File: src/rtl/karatsuba_pkg.sv
// Shared widths and FSM state type for the sequential Karatsuba multiplier.
package karatsuba_pkg;

  localparam int HALF_W = 4;
  localparam int IN_W   = 8;
  localparam int OUT_W  = 16;
  localparam int D_W    = HALF_W + 1;
  localparam int A_W    = 2 * HALF_W;
  localparam int C_W    = 2 * D_W;

  typedef enum logic [2:0] {
    IDLE    = 3'd0,
    MUL_A   = 3'd1,
    MUL_B   = 3'd2,
    MUL_C   = 3'd3,
    COMBINE = 3'd4,
    DONE    = 3'd5
  } kstate_t;

endpackage

File: src/rtl/karatsuba_seq_mult_d_factor.sv
// D_factor: sum of the high and low halves of an 8-bit operand (5-bit result).
module D_factor
  import karatsuba_pkg::*;
(
  input  logic [IN_W-1:0] x,
  output logic [D_W-1:0]  d
);

  assign d = {1'b0, x[IN_W-1:HALF_W]} + {1'b0, x[HALF_W-1:0]};

endmodule

File: src/rtl/karatsuba_seq_mult.sv
// Sequential 8x8 unsigned Karatsuba multiplier with a start/done handshake.
// Optional reference-multiplier self-check: define KARATSUBA_SELFCHECK_EN.
module karatsuba_seq_mult
  import karatsuba_pkg::*;
(
  input  logic             clk,
  input  logic             rst,
  input  logic             start,
  input  logic [IN_W-1:0]  X,
  input  logic [IN_W-1:0]  Y,
  output logic             busy,
  output logic             done,
  output logic [OUT_W-1:0] P,
  output logic             mismatch
);

  kstate_t state_q, state_d;

  logic [IN_W-1:0]  x_q, y_q;
  logic [A_W-1:0]   a_q, b_q;
  logic [C_W-1:0]   c_q;
  logic [OUT_W-1:0] p_q;

  logic [D_W-1:0]   dx, dy;
  logic [D_W-1:0]   mul_l, mul_r;
  logic [C_W-1:0]   mul_p;
  logic [C_W-1:0]   m_val;
  logic [OUT_W-1:0] p_comb;
  logic             accept;

  D_factor u_dx (.x(x_q), .d(dx));
  D_factor u_dy (.x(y_q), .d(dy));

  assign accept = ((state_q == IDLE) || (state_q == DONE)) && start;

  always_ff @(posedge clk or posedge rst) begin
    if (rst) state_q <= IDLE;
    else     state_q <= state_d;
  end

  always_comb begin
    state_d = state_q;
    case (state_q)
      IDLE:    if (start) state_d = MUL_A;
      MUL_A:   state_d = MUL_B;
      MUL_B:   state_d = MUL_C;
      MUL_C:   state_d = COMBINE;
      COMBINE: state_d = DONE;
      DONE:    state_d = start ? MUL_A : IDLE;
      default: state_d = IDLE;
    endcase
  end

  // One 5x5 multiplier shared across the three partial-product cycles
  always_comb begin
    mul_l = '0;
    mul_r = '0;
    case (state_q)
      MUL_A: begin
        mul_l = {1'b0, x_q[IN_W-1:HALF_W]};
        mul_r = {1'b0, y_q[IN_W-1:HALF_W]};
      end
      MUL_B: begin
        mul_l = {1'b0, x_q[HALF_W-1:0]};
        mul_r = {1'b0, y_q[HALF_W-1:0]};
      end
      MUL_C: begin
        mul_l = dx;
        mul_r = dy;
      end
      default: begin
        mul_l = '0;
        mul_r = '0;
      end
    endcase
  end

  assign mul_p  = C_W'(mul_l) * C_W'(mul_r);
  assign m_val  = c_q - {2'b00, a_q} - {2'b00, b_q};
  assign p_comb = {a_q, 8'h00} + {2'b00, m_val, 4'h0} + {8'h00, b_q};

  always_ff @(posedge clk or posedge rst) begin
    if (rst) begin
      x_q <= '0;
      y_q <= '0;
      a_q <= '0;
      b_q <= '0;
      c_q <= '0;
      p_q <= '0;
    end else begin
      if (accept) begin
        x_q <= X;
        y_q <= Y;
      end
      if (state_q == MUL_A)   a_q <= mul_p[A_W-1:0];
      if (state_q == MUL_B)   b_q <= mul_p[A_W-1:0];
      if (state_q == MUL_C)   c_q <= mul_p;
      if (state_q == COMBINE) p_q <= p_comb;
    end
  end

`ifdef KARATSUBA_SELFCHECK_EN
  logic [OUT_W-1:0] ref_p;
  logic             mismatch_q;

  assign ref_p = OUT_W'(x_q) * OUT_W'(y_q);

  // Sticky until reset so a single bad result is never lost
  always_ff @(posedge clk or posedge rst) begin
    if (rst)                                          mismatch_q <= 1'b0;
    else if ((state_q == COMBINE) && (ref_p != p_comb)) mismatch_q <= 1'b1;
  end

  assign mismatch = mismatch_q;
`else
  assign mismatch = 1'b0;
`endif

  assign busy = (state_q == MUL_A) || (state_q == MUL_B) ||
                (state_q == MUL_C) || (state_q == COMBINE);
  assign done = (state_q == DONE);
  assign P    = p_q;

endmodule
File: config.mk
export PLATFORM = sky130hd
export DESIGN_NAME = karatsuba_seq_mult
export DESIGN_NICKNAME = d
export VERILOG_FILES = /design/src/rtl/karatsuba_pkg.sv /design/src/rtl/karatsuba_seq_mult_d_factor.sv /design/src/rtl/karatsuba_seq_mult.sv
export SDC_FILE = /design/constraint.sdc
export NUM_CORES = 1
export LEC_CHECK = 0
export CORE_MARGIN = 2
export CORE_UTILIZATION = 25
export DETAILED_ROUTE_END_ITERATION = 10
export SLEW_MARGIN = 5
export SYNTH_ARGS = -nofsm -noshare
export SYNTH_HDL_FRONTEND = slang
export SYNTH_SLANG_ARGS = --single-unit
File: constraint.sdc
create_clock -name clk -period 9.78 [get_ports clk]
set_input_delay 1.956 -clock clk [delete_from_list [all_inputs] [get_ports clk]]
set_output_delay 1.956 -clock clk [all_outputs]
set_load 0.05 [all_outputs]
==> out/metrics.csv, run 1 <==
metric,value,unit
synth_top_area_frac,0.343,
start_util,0.257,
worst-path-max-fanout,5,
vias_per_cell,4.51,
post-route-period-util,0.516,
path_clk_slew,0.05,ns
whs_path_depth,2,
cts.sinks,61,
critical_path_arrival,5.27,ns
totalWireLength,9090,µm
synth_edf_count,0,
ys_seq_area_frac,0.343,
syn_area,4450,µm²
vias,3223,
timing.rr.end,c_q[8]$_DFFE_PP0N_,
end_kind,register,
first_pass_iters,6,
path_class,register to register,
reg2reg_from,x_q[0]$_DFFE_PP0P_,
grt_pass1_vias,3307,
synthFlopType,dfrtp_1,
avgSynthCellArea,9.90,µm²
die_height,137,µm
antenna_cells,0,
post-place-ws,4.75,ns
tns,0,ns
final_common_cell,dfrtp_1,
cap_viol_max_count,0,
cts.repair.resized,0,
gp_congestion,0.794,
pin_count,38,
cts-root-buf,clkbuf_16,
synth_largest_area_cell,dfrtp_1,
final_cell_mix,"dfrtp_1 (61), nand2_1 (47), ha_1 (47)",
hold_start,P[8]$_DFFE_PP0P_,
cp.required,10.01,ns
maxSlewViolCount,0,
startpoint_type,register,
grt_pass1_wl,15700,µm
num_rows,48,
async_reset_ff_frac,1.00,
grt_remaining_overflow,0,
ant_nets,0,
worstRegToRegCells,18,
post_cts_buffers,0,
portBuffers,36,
synth_area_leaders,"dfrtp_1 (34%), ha_1 (13%), fa_1 (9.0%)",
dpl.hpwl,7140,µm
layout_setup_ws,4.74,ns
ys_warn_count,0,
multi_input_area,2720,µm²
drt_iter0_markers,146,
worst_pin_slew,0.925,ns
post_drt_wl_per_cell,12.7,µm
ff_latch_area,1530,µm²
cts-hold-fix-buffers,0,
grt_usage,0.106,
die_w,137,µm
num-fill-cells,1794,
remaining_drc_errors,0,
period_needed,5.04,ns
finalCoreUtilization,0.309,
h-tree-depth,3,
drive_gt1_frac,0.119,
worst_hold_path_type,register to register,
final-setup-viol-count,0,
core_region_area,17400,µm²
max-clock-path-buffers,2,
ys_ff_latch,61,
hold-path-endpoint,P[8]$_DFFE_PP0P_,
fmax,0.198,GHz
fin_nets,570,
run_status,completed,
grt_max_degree,62,
reg2reg_slack,4.74,ns
finClkSkew,0.00463,ns
cts_made_buffers,9,
clkLatencyLatePin,0.33,ns
hold_viol,0,
area_growth,20.4,%
synth_fp_nets,536,
die_area,18900,µm²
grt_antenna_before_repair,0,
yosysUniqueCellTypes,49,
maxSlewHeadroom,0.382,
rsz0062_at_grt,false,
cts_tree,done,
syn_inst,450,
==> stage by stage <==
step	instances	instance area, µm²	hold WS, ns
after floorplan	450	4450	0.450
after global placement	698	5030	0.462
after detailed placement	698	5030	0.472
after CTS	714	5370	0.485
after global routing	714	5370	0.514
final	714	5370	0.477
==> worst max-delay path by stage <==
stage / start / endpoint / slack [ns] / cells past startpoint
floorplan: x_q[0]$_DFFE_PP0P_ / c_q[8]$_DFFE_PP0N_ / 5.06 / 17
global placement: x_q[0]$_DFFE_PP0P_ / c_q[8]$_DFFE_PP0N_ / 4.90 / 17
detailed placement: state_q[1]$_DFFE_PP0P_ / c_q[8]$_DFFE_PP0N_ / 4.75 / 15
CTS: state_q[1]$_DFFE_PP0P_ / c_q[8]$_DFFE_PP0N_ / 4.74 / 15
global route: state_q[1]$_DFFE_PP0P_ / c_q[8]$_DFFE_PP0N_ / 4.43 / 15
finish: x_q[0]$_DFFE_PP0P_ / c_q[8]$_DFFE_PP0N_ / 4.74 / 18
==> worst max-delay path, cell delays in order, from the launching register on <==
cell and delay (ns):
dfrtp_1 0.39, ha_1 0.23, fa_1 0.40, xnor2_1 0.15
a21oi_1 0.16, a22oi_1 0.08, or2_2 0.34, or2_1 0.25
fa_1 0.48, fa_1 0.53, fa_1 0.54, inv_1 0.04
ha_1 0.33, nor2b_1 0.15, o21ai_1 0.17, a21boi_0 0.11
o21a_1 0.19, o21a_1 0.17, o31ai_1 0.24
==> per-layer routing <==
layer	share of wire	wire length, µm	GRT usage	vias to the layer above
met5	0	0	0	-
met4	0.014	129	0.0304	0
met3	0.033	301	0.0269	12
met2	0.47	4250	0.177	54
met1	0.49	4410	0.134	1542
li1	-	-	-	1615
==> layout make-up <==
| class | count | area share |
|---|---|---|
| Multi-Input combinational cell | 341 | 0.508 |
| Timing Repair Buffer | 38 | 0.0700 |
| Clock inverter | 5 | 0.0152 |
| Tap cell | 225 | 0.0525 |
| Clock buffer | 11 | 0.0471 |
| Sequential cell | 61 | 0.285 |
| Inverter | 33 | 0.0231 |
==> synthesized netlist by cell type (all sizes together), types with 3 or more instances <==
library cell   n
nand2         47
nand2b         6
buf            9
nor3           3
a31oi          4
nor2b          4
dfrtp         61
o21a           5
xor2          15
nand3          3
o21ai         43
clkbuf         6
or2           11
mux2          27
nor2          29
ha            47
a21o          11
inv           33
or3            3
a22oi          5
xnor2         15
o21bai         3
a21oi         18
fa            20
==> sequential cells by signal, indices dropped and copies added (netlist names) <==
| name | count |
|---|---|
| P | 16 |
| c_q | 10 |
| a_q | 8 |
| b_q | 8 |
| x_q | 8 |
| y_q | 8 |
| state_q | 3 |
==> kinds of logic (layout without fill, tap and decap cells) <==
| group | count (synthesis) | after routing | share of synthesized area |
|---|---|---|---|
| AND/OR/NAND/NOR | 112 | 112 | 0.115 |
| AO/OA/AOI/OAI | 104 | 104 | 0.146 |
| adder cells (fa/ha/maj) | 67 | 67 | 0.222 |
| flip-flops | 61 | 61 | 0.343 |
| buffers and inverters | 48 | 87 | 0.0469 |
| XOR/XNOR | 30 | 30 | 0.0590 |
| multiplexers | 27 | 27 | 0.0683 |
| other | 1 | 1 | 0.000842 |
Power of run 1 is not shown: default switching activity piles up to over one toggle a cycle in this logic, so the estimate is an artifact.
==> inputs of run 2 (changes only) <==
clock period = 4.5 ns   (was 9.78 ns; I/O delays follow)
==> run 2 against run 1 <==
Effect of this change: register-to-register slack got worse by 4.9 ns; non-clock buffer count increased by 16; via count increased by 1.4%; die area unchanged; fmax increased by 7.5%; critical path type unchanged; the flow now finishes with violations (negative setup slack); critical endpoint unchanged; sequential cell count unchanged; global-route usage increased by 0.56 points; worst hold slack got worse by 0.0014 ns; final area increased by 3.5%; wire length increased by 3.4%; largest cell class unchanged.
==> out/metrics.csv, run 2 (synthesized netlist as in run 1, its figures left out) <==
metric,value,unit
reg2reg_from,x_q[4]$_DFFE_PP0P_,
die_height,137,µm
clkLatencyLatePin,0.33,ns
whs_path_depth,2,
final_cell_mix,"dfrtp_1 (61), nand2_1 (47), ha_1 (44)",
post-route-period-util,1.04,
antenna_cells,0,
startpoint_type,register,
dpl.hpwl,7360,µm
period_needed,4.69,ns
run_status,finished with violations,
cts_tree,done,
drt_iter0_markers,68,
num-fill-cells,1771,
fmax,0.213,GHz
vias_per_cell,4.48,
rsz0062_at_grt,true,
grt_antenna_before_repair,0,
ff_latch_area,1530,µm²
grt_usage,0.111,
num_rows,48,
cp.required,4.74,ns
timing.rr.end,c_q[8]$_DFFE_PP0N_,
layout_setup_ws,-0.191,ns
worst_pin_slew,0.879,ns
violations,negative setup slack,
max-clock-path-buffers,2,
worstRegToRegCells,17,
finClkSkew,0.00565,ns
die_area,18900,µm²
maxSlewViolCount,0,
cts-hold-fix-buffers,0,
post_drt_wl_per_cell,12.9,µm
totalWireLength,9410,µm
drive_gt1_frac,0.178,
fin_cells,730,
multi_input_area,2820,µm²
path_class,register to register,
critical_path_arrival,4.93,ns
ant_nets,0,
h-tree-depth,3,
core_region_area,17400,µm²
first_pass_iters,4,
final-setup-viol-count,5,
die_w,137,µm
hold_viol,0,
remaining_drc_errors,0,
worst_hold_path_type,register to register,
met1_usage,0.137,
largest_reg_flops,16,
cts_made_buffers,9,
pin_count,38,
cap_viol_max_count,0,
reg2reg_slack,-0.19,ns
fin_nets,586,
portBuffers,36,
grt_remaining_overflow,0,
grt_busiest_layer,met2,
gp_congestion,0.837,
final_common_cell,dfrtp_1,
vias,3269,
worst-path-max-fanout,3,
area_growth,24.7,%
hold_start,P[8]$_DFFE_PP0P_,
grt_use_met3,0.0313,
path_clk_slew,0.05,ns
cts-root-buf,clkbuf_16,
grt_pass1_vias,3437,
post-place-ws,-0.184,ns
placed_cells,711,
maxSlewHeadroom,0.412,
use_met2,0.186,
grt_max_degree,41,
hold-path-endpoint,P[8]$_DFFE_PP0P_,
start_util,0.257,
end_kind,register,
grt_pass1_wl,16400,µm
cts.sinks,61,
run 2: how the worst max path moves through the flow:
stage	startpoint	end
CTS	x_q[4]$_DFFE_PP0P_	c_q[8]$_DFFE_PP0N_
detailed placement	x_q[4]$_DFFE_PP0P_	a_q[7]$_DFFE_PP0N_
floorplan	x_q[4]$_DFFE_PP0P_	c_q[8]$_DFFE_PP0N_
finish	x_q[4]$_DFFE_PP0P_	c_q[8]$_DFFE_PP0N_
global placement	x_q[4]$_DFFE_PP0P_	c_q[8]$_DFFE_PP0N_
global route	x_q[4]$_DFFE_PP0P_	c_q[8]$_DFFE_PP0N_
run 2: what timing repair did:
| item | 4_1_cts | 5_1_grt |
|---|---|---|
| setup buffers | 2 | 2 |
| pin swaps | 1 | 10 |
| endpoints found under the setup margin | 7 | 14 |
| gates resized for setup | 5 | 21 |
| hold endpoints to repair | 0 | 0 |
run 2: metal layers:
layer,wire (µm),up-vias
li1,-,1642
met1,4390,1563
met2,4510,52
met3,336,12
met4,163,0
met5,0,-
run 2: area by class of cell:
class	instances	area share
tap	225	0.0507
multi-input combinational	341	0.508
timing repair buffer	54	0.0899
clock buffer	10	0.0430
sequential	61	0.275
inverter	33	0.0223
clock inverter	6	0.0110
run 2: critical path, cell delays in order, from the launching register on:
cell and delay (ns):
dfrtp_1 0.38, ha_2 0.20, fa_2 0.52, mux2_4 0.15, a22oi_2 0.05, or2_4 0.26
or3_4 0.34, fa_1 0.54, fa_1 0.43, fa_1 0.50, inv_2 0.05, ha_4 0.23
nor2b_1 0.13, o21ai_1 0.18, a21boi_1 0.10, o21a_1 0.19, o21a_1 0.16, o31ai_1 0.19
run 2: stage by stage:
| step | area (µm²) | hold slack (ns) | TNS, ns | utilization |
|---|---|---|---|---|
| final | 5550 | 0.475 | -0.528 | 0.320 |
| after CTS | 5480 | 0.485 | -0.310 | 0.316 |
| after global routing | 5550 | 0.514 | -2.33 | 0.320 |
| after global placement | 5150 | 0.461 | -0.0279 | 0.296 |
| after detailed placement | 5150 | 0.473 | -0.751 | 0.296 |
| after floorplan | 4470 | 0.450 | 0 | - |
Power of run 2 is left out for the same reason.
